--- src/rtl/val2_shift_pipe_pkg.sv ---
// rtl/val2_shift_pipe_pkg.sv - shift-type and Val2 mode encodings shared by the shifter pipeline
package val2_shift_pipe_pkg;

  // Instruction bits [11:0] that form the shifter operand field
  localparam int LEN_SHIFT_OPERAND = 12;

  // Shift-type encodings of instruction bits [6:5]
  localparam logic [1:0] SHIFT_LSL = 2'b00;
  localparam logic [1:0] SHIFT_LSR = 2'b01;
  localparam logic [1:0] SHIFT_ASR = 2'b10;
  localparam logic [1:0] SHIFT_ROR = 2'b11;

  // Operand mode decoded in stage 1 and consumed by the barrel shifter
  typedef enum logic [2:0] {
    VAL2_MODE_IMM_SHIFT = 3'd0,
    VAL2_MODE_REG_SHIFT = 3'd1,
    VAL2_MODE_IMM       = 3'd2,
    VAL2_MODE_MEM       = 3'd3,
    VAL2_MODE_ILLEGAL   = 3'd4
  } val2_mode_e;

endpackage

--- src/rtl/val2_barrel_shifter.sv ---
// rtl/val2_barrel_shifter.sv - combinational Val2 shifter with ARM carry-out rules
module val2_barrel_shifter
  import val2_shift_pipe_pkg::*;
#(
  parameter int WIDTH = 32
) (
  input  logic [WIDTH-1:0] i_op,
  input  logic [7:0]       i_amount,
  input  logic [1:0]       i_type,
  input  logic             i_cin,
  input  val2_mode_e       i_mode,
  output logic [WIDTH-1:0] o_result,
  output logic             o_carry
);

  localparam int         AW = $clog2(WIDTH);
  localparam logic [7:0] W8 = 8'(WIDTH);

  logic [AW-1:0]      w_sh;
  logic               w_msb;
  logic [WIDTH:0]     w_lsl;
  logic [WIDTH:0]     w_lsr;
  logic [WIDTH:0]     w_asr;
  logic [2*WIDTH-1:0] w_ror2;
  logic [WIDTH-1:0]   w_ror;
  logic               w_unused_ror;

  // The extra bit on each shift catches the last bit shifted out (the carry);
  // w_sh is only meaningful when the full 8-bit amount is below WIDTH, except
  // for rotates where the low bits are exactly amount mod WIDTH.
  assign w_sh         = i_amount[AW-1:0];
  assign w_msb        = i_op[WIDTH-1];
  assign w_lsl        = {1'b0, i_op} << w_sh;
  assign w_lsr        = {i_op, 1'b0} >> w_sh;
  assign w_asr        = $signed({i_op, 1'b0}) >>> w_sh;
  assign w_ror2       = {i_op, i_op} >> w_sh;
  assign w_ror        = w_ror2[WIDTH-1:0];
  assign w_unused_ror = ^w_ror2[2*WIDTH-1:WIDTH];

  // Select result and carry by mode, then by shift type and range of the amount
  always_comb begin
    o_result = '0;
    o_carry  = i_cin;
    case (i_mode)
      VAL2_MODE_MEM: begin
        o_result = i_op;
        o_carry  = i_cin;
      end
      VAL2_MODE_IMM: begin
        o_result = w_ror;
        o_carry  = (i_amount == 8'd0) ? i_cin : w_ror[WIDTH-1];
      end
      VAL2_MODE_IMM_SHIFT, VAL2_MODE_REG_SHIFT: begin
        if (i_amount == 8'd0) begin
          o_result = i_op;
          o_carry  = i_cin;
          // A zero immediate amount re-encodes LSR/ASR #32 and RRX
          if (i_mode == VAL2_MODE_IMM_SHIFT) begin
            case (i_type)
              SHIFT_LSR: begin
                o_result = '0;
                o_carry  = w_msb;
              end
              SHIFT_ASR: begin
                o_result = {WIDTH{w_msb}};
                o_carry  = w_msb;
              end
              SHIFT_ROR: begin
                o_result = {i_cin, i_op[WIDTH-1:1]};
                o_carry  = i_op[0];
              end
              default: begin
                o_result = i_op;
                o_carry  = i_cin;
              end
            endcase
          end
        end else begin
          case (i_type)
            SHIFT_LSL: begin
              if (i_amount < W8) begin
                o_result = w_lsl[WIDTH-1:0];
                o_carry  = w_lsl[WIDTH];
              end else begin
                o_result = '0;
                o_carry  = (i_amount == W8) ? i_op[0] : 1'b0;
              end
            end
            SHIFT_LSR: begin
              if (i_amount < W8) begin
                o_result = w_lsr[WIDTH:1];
                o_carry  = w_lsr[0];
              end else begin
                o_result = '0;
                o_carry  = (i_amount == W8) ? w_msb : 1'b0;
              end
            end
            SHIFT_ASR: begin
              if (i_amount < W8) begin
                o_result = w_asr[WIDTH:1];
                o_carry  = w_asr[0];
              end else begin
                o_result = {WIDTH{w_msb}};
                o_carry  = w_msb;
              end
            end
            default: begin
              if (w_sh == '0) begin
                o_result = i_op;
                o_carry  = w_msb;
              end else begin
                o_result = w_ror;
                o_carry  = w_ror[WIDTH-1];
              end
            end
          endcase
        end
      end
      default: begin
        o_result = '0;
        o_carry  = i_cin;
      end
    endcase
  end

endmodule

--- src/rtl/val2_shift_pipe.sv ---
// rtl/val2_shift_pipe.sv - two-stage Val2 shifter-operand pipeline with valid/ready flow control
module val2_shift_pipe
  import val2_shift_pipe_pkg::*;
#(
  parameter int WIDTH          = 32,
  parameter int TAG_W          = 4,
  parameter bit MEM_OFF_SIGNED = 1'b0
) (
  input  logic                         clk,
  input  logic                         rst_n,
  input  logic                         in_valid,
  output logic                         in_ready,
  input  logic [WIDTH-1:0]             in_op,
  input  logic [WIDTH-1:0]             in_rs,
  input  logic                         in_is_imm,
  input  logic                         in_is_mem,
  input  logic [LEN_SHIFT_OPERAND-1:0] in_shift_operand,
  input  logic                         in_carry,
  input  logic [TAG_W-1:0]             in_tag,
  output logic                         out_valid,
  input  logic                         out_ready,
  output logic [WIDTH-1:0]             out_result,
  output logic                         out_carry,
  output logic                         out_illegal,
  output logic [TAG_W-1:0]             out_tag
);

  logic                         w_s1_adv;
  logic                         w_s2_adv;
  logic [LEN_SHIFT_OPERAND-1:0] w_so;
  logic [WIDTH-1:0]             w_mem_off;
  val2_mode_e                   w_mode;
  logic [7:0]                   w_amount;
  logic [1:0]                   w_type;
  logic [WIDTH-1:0]             w_operand;
  logic [WIDTH-1:0]             w_shift_result;
  logic                         w_shift_carry;
  logic                         w_unused_rs;

  val2_mode_e                   r_s1_mode;
  logic                         r_s1_valid;
  logic [7:0]                   r_s1_amount;
  logic [1:0]                   r_s1_type;
  logic [WIDTH-1:0]             r_s1_operand;
  logic                         r_s1_cin;
  logic [TAG_W-1:0]             r_s1_tag;
  logic                         r_s2_valid;
  logic [WIDTH-1:0]             r_s2_result;
  logic                         r_s2_carry;
  logic                         r_s2_illegal;
  logic [TAG_W-1:0]             r_s2_tag;

  // Only the low byte of Rs is a shift amount
  assign w_unused_rs = ^in_rs[WIDTH-1:8];
  assign w_so        = in_shift_operand;
  assign w_mem_off   = MEM_OFF_SIGNED
                       ? {{(WIDTH-LEN_SHIFT_OPERAND){w_so[LEN_SHIFT_OPERAND-1]}}, w_so}
                       : {{(WIDTH-LEN_SHIFT_OPERAND){1'b0}}, w_so};

  // A stage may load when it is empty or the stage after it is moving
  assign w_s2_adv = !r_s2_valid || out_ready;
  assign w_s1_adv = !r_s1_valid || w_s2_adv;
  assign in_ready = w_s1_adv;

  // Decode the operand mode with priority mem > imm > reg-shift > imm-shift
  always_comb begin
    w_mode    = VAL2_MODE_IMM_SHIFT;
    w_amount  = {3'b000, w_so[11:7]};
    w_type    = w_so[6:5];
    w_operand = in_op;
    if (in_is_mem) begin
      w_mode    = VAL2_MODE_MEM;
      w_amount  = 8'd0;
      w_operand = w_mem_off;
    end else if (in_is_imm) begin
      w_mode    = VAL2_MODE_IMM;
      w_amount  = {3'b000, w_so[11:8], 1'b0};
      w_type    = SHIFT_ROR;
      w_operand = {{(WIDTH-8){1'b0}}, w_so[7:0]};
    end else if (w_so[4]) begin
      if (w_so[7]) begin
        w_mode   = VAL2_MODE_ILLEGAL;
        w_amount = 8'd0;
      end else begin
        w_mode   = VAL2_MODE_REG_SHIFT;
        w_amount = in_rs[7:0];
      end
    end
  end

  // Stage 1: capture the decoded operation on an accepted transfer
  always_ff @(posedge clk or negedge rst_n) begin
    if (!rst_n) begin
      r_s1_valid   <= 1'b0;
      r_s1_mode    <= VAL2_MODE_IMM_SHIFT;
      r_s1_amount  <= '0;
      r_s1_type    <= '0;
      r_s1_operand <= '0;
      r_s1_cin     <= 1'b0;
      r_s1_tag     <= '0;
    end else if (w_s1_adv) begin
      r_s1_valid <= in_valid;
      if (in_valid) begin
        r_s1_mode    <= w_mode;
        r_s1_amount  <= w_amount;
        r_s1_type    <= w_type;
        r_s1_operand <= w_operand;
        r_s1_cin     <= in_carry;
        r_s1_tag     <= in_tag;
      end
    end
  end

  val2_barrel_shifter #(
    .WIDTH (WIDTH)
  ) u_shifter (
    .i_op     (r_s1_operand),
    .i_amount (r_s1_amount),
    .i_type   (r_s1_type),
    .i_cin    (r_s1_cin),
    .i_mode   (r_s1_mode),
    .o_result (w_shift_result),
    .o_carry  (w_shift_carry)
  );

  // Stage 2: register the shifter result; holds bit-stable while stalled
  always_ff @(posedge clk or negedge rst_n) begin
    if (!rst_n) begin
      r_s2_valid   <= 1'b0;
      r_s2_result  <= '0;
      r_s2_carry   <= 1'b0;
      r_s2_illegal <= 1'b0;
      r_s2_tag     <= '0;
    end else if (w_s2_adv) begin
      r_s2_valid <= r_s1_valid;
      if (r_s1_valid) begin
        r_s2_result  <= w_shift_result;
        r_s2_carry   <= w_shift_carry;
        r_s2_illegal <= (r_s1_mode == VAL2_MODE_ILLEGAL);
        r_s2_tag     <= r_s1_tag;
      end
    end
  end

  assign out_valid   = r_s2_valid;
  assign out_result  = r_s2_result;
  assign out_carry   = r_s2_carry;
  assign out_illegal = r_s2_illegal;
  assign out_tag     = r_s2_tag;

endmodule

--- config.mk ---
export PLATFORM = sky130hd
export DESIGN_NAME = val2_shift_pipe
export DESIGN_NICKNAME = d
export VERILOG_FILES = /design/src/rtl/val2_shift_pipe_pkg.sv /design/src/rtl/val2_barrel_shifter.sv /design/src/rtl/val2_shift_pipe.sv
export SDC_FILE = /design/constraint.sdc
export NUM_CORES = 1
export LEC_CHECK = 0
export ABC_AREA = 1
export BUFFER_PORTS_ARGS = -buffer_cell sky130_fd_sc_hd__buf_2
export CAP_MARGIN = 20
export CELL_PAD_IN_SITES_DETAIL_PLACEMENT = 1
export CELL_PAD_IN_SITES_GLOBAL_PLACEMENT = 1
export CORE_ASPECT_RATIO = 0.7
export CORE_MARGIN = 5
export CORE_UTILIZATION = 25
export DETAILED_ROUTE_END_ITERATION = 8
export MAX_ROUTING_LAYER = met4
export PLACE_DENSITY_LB_ADDON = 0.1
export RECOVER_POWER = 50
export SETUP_SLACK_MARGIN = 0.05
export SYNTH_ARGS = -nofsm -noshare
export SYNTH_HDL_FRONTEND = slang
export SYNTH_SLANG_ARGS = --single-unit
--- constraint.sdc ---
create_clock -name clk -period 3.43 [get_ports clk]
set_input_delay 0.5145 -clock clk [delete_from_list [all_inputs] [get_ports clk]]
set_output_delay 0.5145 -clock clk [all_outputs]
set_load 0.01 [all_outputs]
==> flow_metrics.py, run 1 <==
metrics = {
    "setup_path": {
        "slowest_delay_ps": 440,
        "critical_path_class": "reg2reg",
        "crit_path_frequent_cell": "nand2_1",
        "r2r-start": "r_s1_amount[0]",
        "cpLargestDelayFamily": "simple AND/OR/NAND/NOR gates",
        "crit_slowest_cell": "dfrtp_1",
        "cp_num_buf_inv": 1,
        "crit_path_start_kind": "flip-flop",
        "r2r-end": "out_result[29]",
        "path_cells": "buf_4 > nand2_1 > nand3_1 > nand3_1 > nand3_1 > o21ai_2 > o21ai_1 > o21ai_1 > nand2_1 > nand2_1 > nand2_1 > nand2_1 > nand2_1",
        "worstPathArrival_ps": 3120,
        "r2r_cells": 13,
        "cp-end-kind": "flip-flop",
        "cp_max_fo": 36,
        "reg2reg_slack_ps": 600,
        "cp_data_required_time_ps": 3720,
    },
    "cts": {
        "post-cts-setup-buffers": 0,
        "cts_tree": "done",
        "cts_resized": 0,
        "htree_levels": 3,
        "cts.clk_slew.worst_paths_ps": 80,
        "clock_latency_ps": 370,
        "numCtsBuffers": 9,
        "ctsHoldBuffers": 0,
        "cts.sinks": 90,
        "cts-root-buf": "clkbuf_16",
        "cts_buffer_depth": 2,
    },
    "run_status": {
        "violations": "max-capacitance violations, max-slew violations",
        "status": "finished, violations left",
    },
    "final_layout": {
        "final_core_util_pct": 28.4,
        "fin_nets": 1957,
        "nFillCells": 5444,
        "mostFrequentLayoutCells": "nand2_1, nand3_1, o21ai_0, inv_1, buf_2",
        "drive_gt1_share_pct": 12.8,
        "final_common_cell": "nand2_1",
        "stdcell_count": 2416,
        "synthToLayoutAreaGrowth_pct": 12.1,
    },
    "route": {
        "postRouteAntennaNets": 0,
        "wire_per_inst_um": 25.2,
        "drc": 0,
        "dr.pass1.iters": 5,
        "dr.first_iter.drc_count": 1392,
        "wl_um": 61000,
        "vias": 13102,
        "viasPerCell": 5.42,
    },
    "yosys": {
        "synth_ff_type": "dfrtp_1",
        "ys_types": 46,
        "ys_seq_elements": 90,
        "synthArstFlopShare_pct": 100,
        "synth_edf_count": 0,
        "syn_area_per_cell_um2": 5.70,
        "ys_seq_area_share_pct": 21.7,
        "synth_fp_nets": 1911,
        "yosysWarnings": 0,
        "syn_area_um2": 10400,
        "yosysTopAreaCellShare_pct": 23.7,
        "yosys.area.top_type": "nand2_1",
        "netlist_top_cells_area": "nand2_1, dfrtp_1, nand3_1, o21ai_0, inv_1",
        "synthCells": 1819,
    },
    "timing": {
        "worst_slew_pin_slew_ps": 1940,
        "min_period_ps": 2830,
        "fin_skew_ps": 22.5,
        "maxSlewHeadroom_pct": -29.3,
        "fin_hold_ws_ps": 343,
        "setup_violations": 0,
        "setup_slack_ps": 598,
        "finalSetupTns_ps": 0,
        "grt_setup_unrepaired": "no",
        "timing.final.crit_share_pct": 82.6,
        "timing.fmax_mhz": 353,
        "slew_violations": 75,
        "hold_viol": 0,
    },
    "placed_design": {
        "port_buffers": 102,
        "dp_slack_ps": 696,
        "post-dp-hpwl_um": 48100,
        "place_congestion": 0.958,
        "placedCellCount": 2398,
    },
    "global_route": {
        "grt_use_total_pct": 26.9,
        "antenna_found_initial": 2,
        "grt_overflow": 0,
        "grt_pass1_vias": 12937,
        "grt_first_pass_wirelength_um": 89500,
        "grt_max_degree": 67,
    },
    "floorplanning": {
        "coreArea_um2": 41000,
        "rows": 62,
        "dieArea_um2": 45700,
        "die_h_um": 180,
        "io_pins": 127,
        "initial_utilization_pct": 25.3,
        "die_x_um": 254,
    },
    "flow_run": {
        "drv_cap": 2,
    },
    "min_path": {
        "hold_depth": 3,
        "hold_path.class": "in2reg",
        "whs_endpoint": "r_s1_tag[2]",
        "min_from": "in_tag[2]",
    },
    "power": {
        "p_leak_nw": 5.90,
        "power_density_nw_per_um2": 540,
        "ir_drop_v": 0.000267,
    },
}
## metal layers
| metal | vias to the layer above | GRT usage [%] | part of all wire (%) |
|---|---|---|---|
| met5 | - | - | 0 |
| met4 | 0 | 3.41 | 1.2 |
| met3 | 37 | 3.59 | 6.0 |
| met2 | 422 | 38.1 | 41 |
| met1 | 6511 | 41.5 | 51 |
| li1 | 6132 | - | - |
## registers in the layout (all words and copies together), names as in the netlist
signal and flops:
r_s1_operand 32, out_illegal 1, r_s1_mode 3, r_s1_cin 1, out_valid 1, r_s1_tag 4, out_tag 4, out_result 32
r_s1_type 2, r_s1_amount 8, r_s1_valid 1, out_carry 1
## worst min-delay path, delay by kind of cell
family / cells / cell delay (ps)
and+or+nand+nor: 2 / 90
buffers and inverters: 1 / 70
## stage by stage
stage	total power, W	cell area (um^2)
2_1_floorplan	0.00372	10400
3_3_place_gp	0.00521	11400
3_5_place_dp	0.00523	11400
4_1_cts	0.00629	11700
5_1_grt	0.00673	11600
6_report	0.00628	11600
## cell usage after synthesis (all sizes together) (10+ instances only)
master and count:
nand3 367, clkbuf 37, o22ai 16, a31oi 12, dfrtp 90, buf 80, a21oi 54, a22oi 19
and2 10, nor2 70, nand2 690, o21ai 196, inv 122, o211ai 16
## power breakdown
part	internal, W	switching, W
Clock	0.000519	0.000507
Sequential	0.00128	0.000287
Combinational	0.00103	0.00265
## final cells by class
cell class / instances / area (um^2) / area share [%]
Antenna cell: 2 / 5.00 / 0.0430
Clock buffer: 9 / 225 / 1.94
Clock inverter: 7 / 78.8 / 0.677
Inverter: 125 / 477 / 4.10
Multi-Input combinational cell: 1484 / 6980 / 60.0
Sequential cell: 90 / 2260 / 19.4
Tap cell: 544 / 681 / 5.85
Timing Repair Buffer: 155 / 931 / 8.00
## cell families after synthesis
group | after synthesis | share of synthesized area (%)
adders and majority gates | 5 | 0.603
buffers and inverters | 245 | 11.1
AOI/OAI and AO/OA | 322 | 17.5
and+or+nand+nor | 1156 | 49.0
muxes | 1 | 0.0965
DFF | 90 | 21.7
## worst max-delay path by stage
stage | depth (start not counted) | slack (ps) | startpoint | end
floorplan | 17 | 1480 | r_s1_type[0] | out_result[28]
global placement | 16 | 730 | r_s1_type[0] | out_result[12]
detailed placement | 13 | 700 | r_s1_type[0] | out_result[29]
CTS | 13 | 660 | r_s1_type[0] | out_result[29]
global route | 13 | 470 | r_s1_amount[0] | out_result[29]
finish | 13 | 600 | r_s1_amount[0] | out_result[29]
Note: power is estimated with default switching activity, not from simulation.
==> run 2, diff against run 1 <==
==> constraint.sdc (replaced) <==
create_clock -name clk -period 2.95 [get_ports clk]
set_input_delay 0.4425 -clock clk [delete_from_list [all_inputs] [get_ports clk]]
set_output_delay 0.4425 -clock clk [all_outputs]
set_load 0.01 [all_outputs]
==> run 2 against run 1 <==
Net effect:
- the run still ends with max-capacitance violations, max-slew violations left
- combinational power grew 20%
- highest routed layer unchanged
- via count grew 1.5%
- non-clock buffer count grew 20
- critical path type unchanged
- clock power grew 15%
==> flow_metrics.py, run 2 (same netlist as run 1, synthesis figures left out) <==
metrics = {
    "route": {
        "wl_um": 61900,
        "viasPerCell": 5.46,
        "dr.first_iter.drc_count": 1406,
        "wire_per_inst_um": 25.4,
        "postRouteAntennaNets": 0,
        "vias": 13293,
        "drc": 0,
        "dr.pass1.iters": 5,
    },
    "floorplanning": {
        "dieArea_um2": 45700,
        "coreArea_um2": 41000,
        "io_pins": 127,
        "rows": 62,
        "die_x_um": 254,
        "die_h_um": 180,
        "initial_utilization_pct": 25.3,
    },
    "final_layout": {
        "fin_nets": 1978,
        "fin_area_um2": 11900,
        "nFillCells": 5428,
        "drive_gt1_share_pct": 13.8,
        "final_common_cell": "nand2_1",
        "mostFrequentLayoutCells": "nand2_1, nand3_1, o21ai_0, inv_1, dfrtp_1",
        "synthToLayoutAreaGrowth_pct": 14.3,
    },
    "cts": {
        "htree_levels": 3,
        "clock_latency_ps": 370,
        "cts_buffer_depth": 2,
        "cts.clk_slew.worst_paths_ps": 80,
        "ctsHoldBuffers": 0,
        "cts.sinks": 90,
        "cts-root-buf": "clkbuf_16",
        "numCtsBuffers": 9,
        "cts_tree": "done",
    },
    "timing": {
        "worst_slew_pin_slew_ps": 1990,
        "fin_hold_ws_ps": 264,
        "timing.fmax_mhz": 371,
        "maxSlewHeadroom_pct": -32.9,
        "min_period_ps": 2690,
        "setup_slack_ps": 256,
        "timing.final.crit_share_pct": 91.3,
        "fin_skew_ps": 23.1,
        "slew_violations": 73,
        "finalSetupTns_ps": 0,
        "hold_viol": 0,
        "setup_violations": 0,
        "grt_setup_unrepaired": "no",
    },
    "power": {
        "p_switching_w": 0.00407,
        "internal-power_w": 0.00337,
        "comb_power_share_pct": 59.6,
        "power.share.sequential_pct": 24.5,
        "ir_drop_v": 0.000311,
        "power_density_nw_per_um2": 627,
        "pwr-share-clk_pct": 15.8,
        "p_sw_share_pct": 54.7,
        "p_leak_nw": 6.00,
    },
    "run_status": {
        "status": "finished, violations left",
        "violations": "max-capacitance violations, max-slew violations",
    },
    "setup_path": {
        "path_cells": "nor2_1 > inv_1 > nor2_1 > nand2_1 > nor2_2 > clkinvlp_2 > o21ai_0 > inv_1 > nand2_1 > nand2_1 > nand2_1 > nand2_1",
        "worstPathArrival_ps": 2950,
        "crit_path_start_kind": "flip-flop",
        "cp-end-kind": "flip-flop",
        "startpoint": "r_s1_amount[0]",
        "r2r_cells": 12,
        "cp_num_buf_inv": 3,
        "r2r-end": "out_result[30]",
        "crit_slowest_cell": "clkinvlp_2",
        "cp_max_fo": 12,
        "crit_path_frequent_cell": "nand2_1",
        "r2r-start": "r_s1_amount[0]",
        "worst-path-stages": 12,
        "endpoint": "out_result[30]",
        "cpLargestDelayFamily": "simple AND/OR/NAND/NOR gates",
        "critical_path_class": "reg2reg",
        "slowest_delay_ps": 550,
        "reg2reg_slack_ps": 260,
        "cp_data_required_time_ps": 3200,
    },
    "placed_design": {
        "place_congestion": 1.03,
        "port_buffers": 102,
        "post-dp-hpwl_um": 49100,
        "dp_slack_ps": 240,
        "placed_cell_area_um2": 11600,
    },
    "global_route": {
        "met2_usage_pct": 37.3,
        "use_met1_pct": 42.5,
        "grt_max_degree": 71,
        "grt_overflow": 0,
        "grt_use_total_pct": 27.3,
        "top_usage_layer": "met1",
        "grt_util_met3_pct": 4.50,
        "grt_first_pass_wirelength_um": 90900,
        "antenna_found_initial": 1,
        "grt_pass1_vias": 12859,
    },
    "min_path": {
        "hold_path.class": "in2reg",
    },
    "flow_run": {
        "drv_cap": 2,
    },
}
-- run 2: cell count changes in the layout (fill, tap and decap cells not counted), moves of 2 or more --
| cell | delta |
|---|---|
| buf_12 | +6 |
| clkbuf_1 | +2 |
| buf_2 | -4 |
| clkinvlp_4 | +3 |
| buf_4 | +16 |
| inv_6 | -2 |
-- run 2: through the flow --
stage          util (%)  total power, W  cells
6_report           28.9         0.00743   2436
3_3_place_gp       28.2         0.00619   2416
3_5_place_dp       28.2         0.00620   2417
2_1_floorplan         -         0.00433   1819
4_1_cts            28.9         0.00741   2433
5_1_grt            28.9         0.00793   2435
-- run 2: metal layers --
layer | vias up | share of wire [%]
met5 | - | 0
met2 | 479 | 40
met4 | 0 | 1.6
li1 | 6188 | -
met3 | 40 | 7.1
met1 | 6586 | 51
-- run 2: layout make-up --
type | count | area [um^2] | area share, %
Timing Repair Buffer | 175 | 1160 | 9.77
Multi-Input combinational cell | 1484 | 6980 | 58.9
Sequential cell | 90 | 2260 | 19.0
Tap cell | 544 | 681 | 5.74
Antenna cell | 1 | 2.50 | 0.0211
Clock inverter | 7 | 68.8 | 0.580
Clock buffer | 9 | 225 | 1.90
Inverter | 125 | 483 | 4.07
Timing Repair inverter | 1 | 5.00 | 0.0422
-- run 2: worst register-to-register path, cell delays in order (launching register included) --
cell and delay (ps):
dfrtp_1 510, nor2_1 150, inv_1 110, nor2_1 120, nand2_1 170, nor2_2 310, clkinvlp_2 550, o21ai_0 310
inv_1 80, nand2_1 70, nand2_1 60, nand2_1 70, nand2_1 70
-- run 2: timing repair --
action                                  4_1_cts  5_1_grt
endpoints found under the setup margin        0        6
resized for setup                             0        6
setup buffers                                 0        1
-- run 2: power by group through the flow --
| stage | Sequential (W) | Combinational (W) | Clock (W) |
|---|---|---|---|
| 3_3_place_gp | 0.00183 | 0.00436 | 0 |
| 2_1_floorplan | 0.00177 | 0.00256 | 0 |
| 5_1_grt | 0.00184 | 0.00483 | 0.00126 |
| 4_1_cts | 0.00182 | 0.00438 | 0.00121 |
| 3_5_place_dp | 0.00184 | 0.00437 | 0 |
| 6_report | 0.00182 | 0.00443 | 0.00118 |
-- run 2: worst min path at each step --
stage,from,endpoint,slack (ps),depth (start not counted)
6_report,in_tag[2],r_s1_tag[2],260,3
5_1_grt,in_tag[1],r_s1_tag[1],270,3
4_1_cts,rst_n,out_result[15],30,1
3_5_place_dp,rst_n,out_result[14],420,1
3_3_place_gp,rst_n,out_result[14],420,1
2_1_floorplan,rst_n,out_carry,150,0
==> run 3, diff against run 2 <==
--- a/config.mk
+++ b/config.mk
@@ -12,7 +12,8 @@
 export CELL_PAD_IN_SITES_GLOBAL_PLACEMENT = 1
 export CORE_ASPECT_RATIO = 0.7
 export CORE_MARGIN = 5
-export CORE_UTILIZATION = 25
+export CORE_UTILIZATION = 41
+export CTS_CLUSTER_DIAMETER = 50
 export DETAILED_ROUTE_END_ITERATION = 8
 export MAX_ROUTING_LAYER = met4
 export PLACE_DENSITY_LB_ADDON = 0.1
==> run 3 against run 2 <==
Net effect:
- the flow still finishes with violations (max-capacitance violations, max-slew violations)
- critical endpoint is now out_result[18]
- power shrank 0.91%
- final cell count is 9.3% lower
- sequential power about the same
- setup slack got worse by 100 ps
==> flow_metrics.py, run 3 (same netlist as run 1, synthesis figures left out) <==
metrics = {
    "setup_path": {
        "crit_slowest_cell": "nor2_4",
        "cp_num_buf_inv": 5,
        "path_cells": "inv_1 > ha_1 > buf_4 > inv_1 > nor2_4 > clkinvlp_4 > buf_4 > a21oi_1 > o21ai_1 > nand2_1 > nand3_1 > nand2_1 > nand2_1 > nand2_1",
        "worstPathArrival_ps": 3080,
        "reg2reg_slack_ps": 150,
        "slowest_delay_ps": 520,
        "crit_path_frequent_cell": "nand2_1",
        "critical_path_class": "reg2reg",
        "cp_max_fo": 17,
        "crit_path_start_kind": "flip-flop",
        "cp-end-kind": "flip-flop",
        "cp_data_required_time_ps": 3240,
        "cpLargestDelayFamily": "simple AND/OR/NAND/NOR gates",
    },
    "cts": {
        "numCtsBuffers": 9,
        "cts.clk_slew.worst_paths_ps": 80,
        "cts_buffer_depth": 2,
        "cts.sinks": 90,
        "cts-root-buf": "clkbuf_16",
        "clock_latency_ps": 360,
        "htree_levels": 3,
        "ctsHoldBuffers": 0,
        "cts_tree": "done",
    },
    "power": {
        "p_switching_w": 0.00390,
        "ir_drop_v": 0.000311,
        "power_density_nw_per_um2": 640,
        "p_leak_nw": 5.97,
        "comb_power_share_pct": 58.0,
        "p_sw_share_pct": 53.0,
        "pwr-share-clk_pct": 17.1,
        "internal-power_w": 0.00346,
        "power.share.sequential_pct": 24.9,
    },
    "final_layout": {
        "fin_nets": 1970,
        "mostFrequentLayoutCells": "nand2_1, nand3_1, o21ai_0, inv_1, dfrtp_1",
        "synthToLayoutAreaGrowth_pct": 11.0,
        "multi_input_area_um2": 6980,
        "final-seq-area_um2": 2260,
        "drive_gt1_share_pct": 13.2,
        "final_common_cell": "nand2_1",
        "nFillCells": 3569,
    },
    "run_status": {
        "status": "finished, violations left",
        "violations": "max-capacitance violations, max-slew violations",
    },
    "global_route": {
        "grt_first_pass_wirelength_um": 82900,
        "antenna_found_initial": 2,
        "grt_use_total_pct": 39.1,
        "grt_max_degree": 67,
        "grt_pass1_vias": 13368,
        "grt_overflow": 0,
    },
    "timing": {
        "setup_violations": 0,
        "slew_violations": 83,
        "grt_setup_unrepaired": "no",
        "worst_slew_pin_slew_ps": 2450,
        "maxSlewHeadroom_pct": -63.1,
        "finalSetupTns_ps": 0,
        "fin_hold_ws_ps": 283,
        "timing.fmax_mhz": 357,
        "hold_viol": 0,
        "fin_skew_ps": 17.2,
        "min_period_ps": 2800,
        "timing.final.crit_share_pct": 94.8,
    },
    "route": {
        "vias": 13505,
        "drc": 0,
        "dr.first_iter.drc_count": 1596,
        "wl_um": 55500,
        "wire_per_inst_um": 25.1,
        "postRouteAntennaNets": 0,
        "dr.pass1.iters": 6,
        "viasPerCell": 6.11,
    },
    "placed_design": {
        "place_congestion": 1.07,
        "post-dp-hpwl_um": 43000,
        "port_buffers": 102,
    },
    "floorplanning": {
        "dieArea_um2": 28600,
        "die_x_um": 200,
        "die_h_um": 143,
        "io_pins": 127,
        "coreArea_um2": 24800,
        "initial_utilization_pct": 41.8,
        "rows": 48,
    },
    "min_path": {
        "hold_path.class": "in2reg",
    },
    "flow_run": {
        "drv_cap": 2,
    },
}
[run 3: layout make-up]
| class | count | share of cell area (%) |
|---|---|---|
| antenna | 2 | 0.0435 |
| clock buffer | 12 | 2.23 |
| clock inverter | 4 | 0.511 |
| inverter | 125 | 4.17 |
| multi-input combinational | 1484 | 60.6 |
| sequential | 90 | 19.6 |
| tap | 325 | 3.53 |
| timing repair buffer | 168 | 9.30 |
[run 3: worst min-delay path, stage by stage]
cell and delay [ps]:
buf_2 70, nand2_1 40, o21ai_0 50
[run 3: per-layer routing]
| layer | part of all wire (%) | vias to the layer above | global-route usage [%] |
|---|---|---|---|
| li1 | - | 6160 | - |
| met5 | 0 | - | - |
| met1 | 43 | 6538 | 52.8 |
| met3 | 12 | 126 | 9.97 |
| met4 | 4.2 | 0 | 13.3 |
| met2 | 41 | 681 | 57.2 |
[run 3: through the flow]
step	area, um^2	std cells	power [W]	utilization (%)	setup slack, ps
global route	11500	2209	0.00779	46.4	43.3
CTS	11500	2207	0.00724	46.5	265
global placement	11200	2191	0.00588	45.2	316
floorplan	10400	1819	0.00433	-	1000
finish	11500	2210	0.00737	46.4	152
detailed placement	11200	2191	0.00597	45.2	294
[run 3: timing repair]
| item | 4_1_cts | 5_1_grt |
|---|---|---|
| endpoints found under the hold margin | 0 | 0 |
| gates resized for setup | 0 | 1 |
| setup endpoints to repair | 0 | 2 |
| buffers inserted | 0 | 1 |
[run 3: power by group through the flow]
| stage | Clock, W | Combinational [W] | Sequential [W] |
|---|---|---|---|
| CTS | 0.00126 | 0.00417 | 0.00181 |
| finish | 0.00126 | 0.00427 | 0.00184 |
| floorplan | 0 | 0.00256 | 0.00177 |
| detailed placement | 0 | 0.00414 | 0.00183 |
| global placement | 0 | 0.00406 | 0.00183 |
| global route | 0.00131 | 0.00462 | 0.00186 |
[run 3: path summary, 6_finish.rpt]
kind | startpoint | to | cells past startpoint
max | r_s1_type[0] | out_result[18] | 14
min | in_op[19] | r_s1_operand[19] | 3
max reg2reg | r_s1_type[0] | out_result[18] | 14
min reg2reg | r_s1_tag[2] | out_tag[2] | 2
max in group asynchronous | rst_n | r_s1_operand[7] | 2
min in group asynchronous | rst_n | out_result[14] | 1
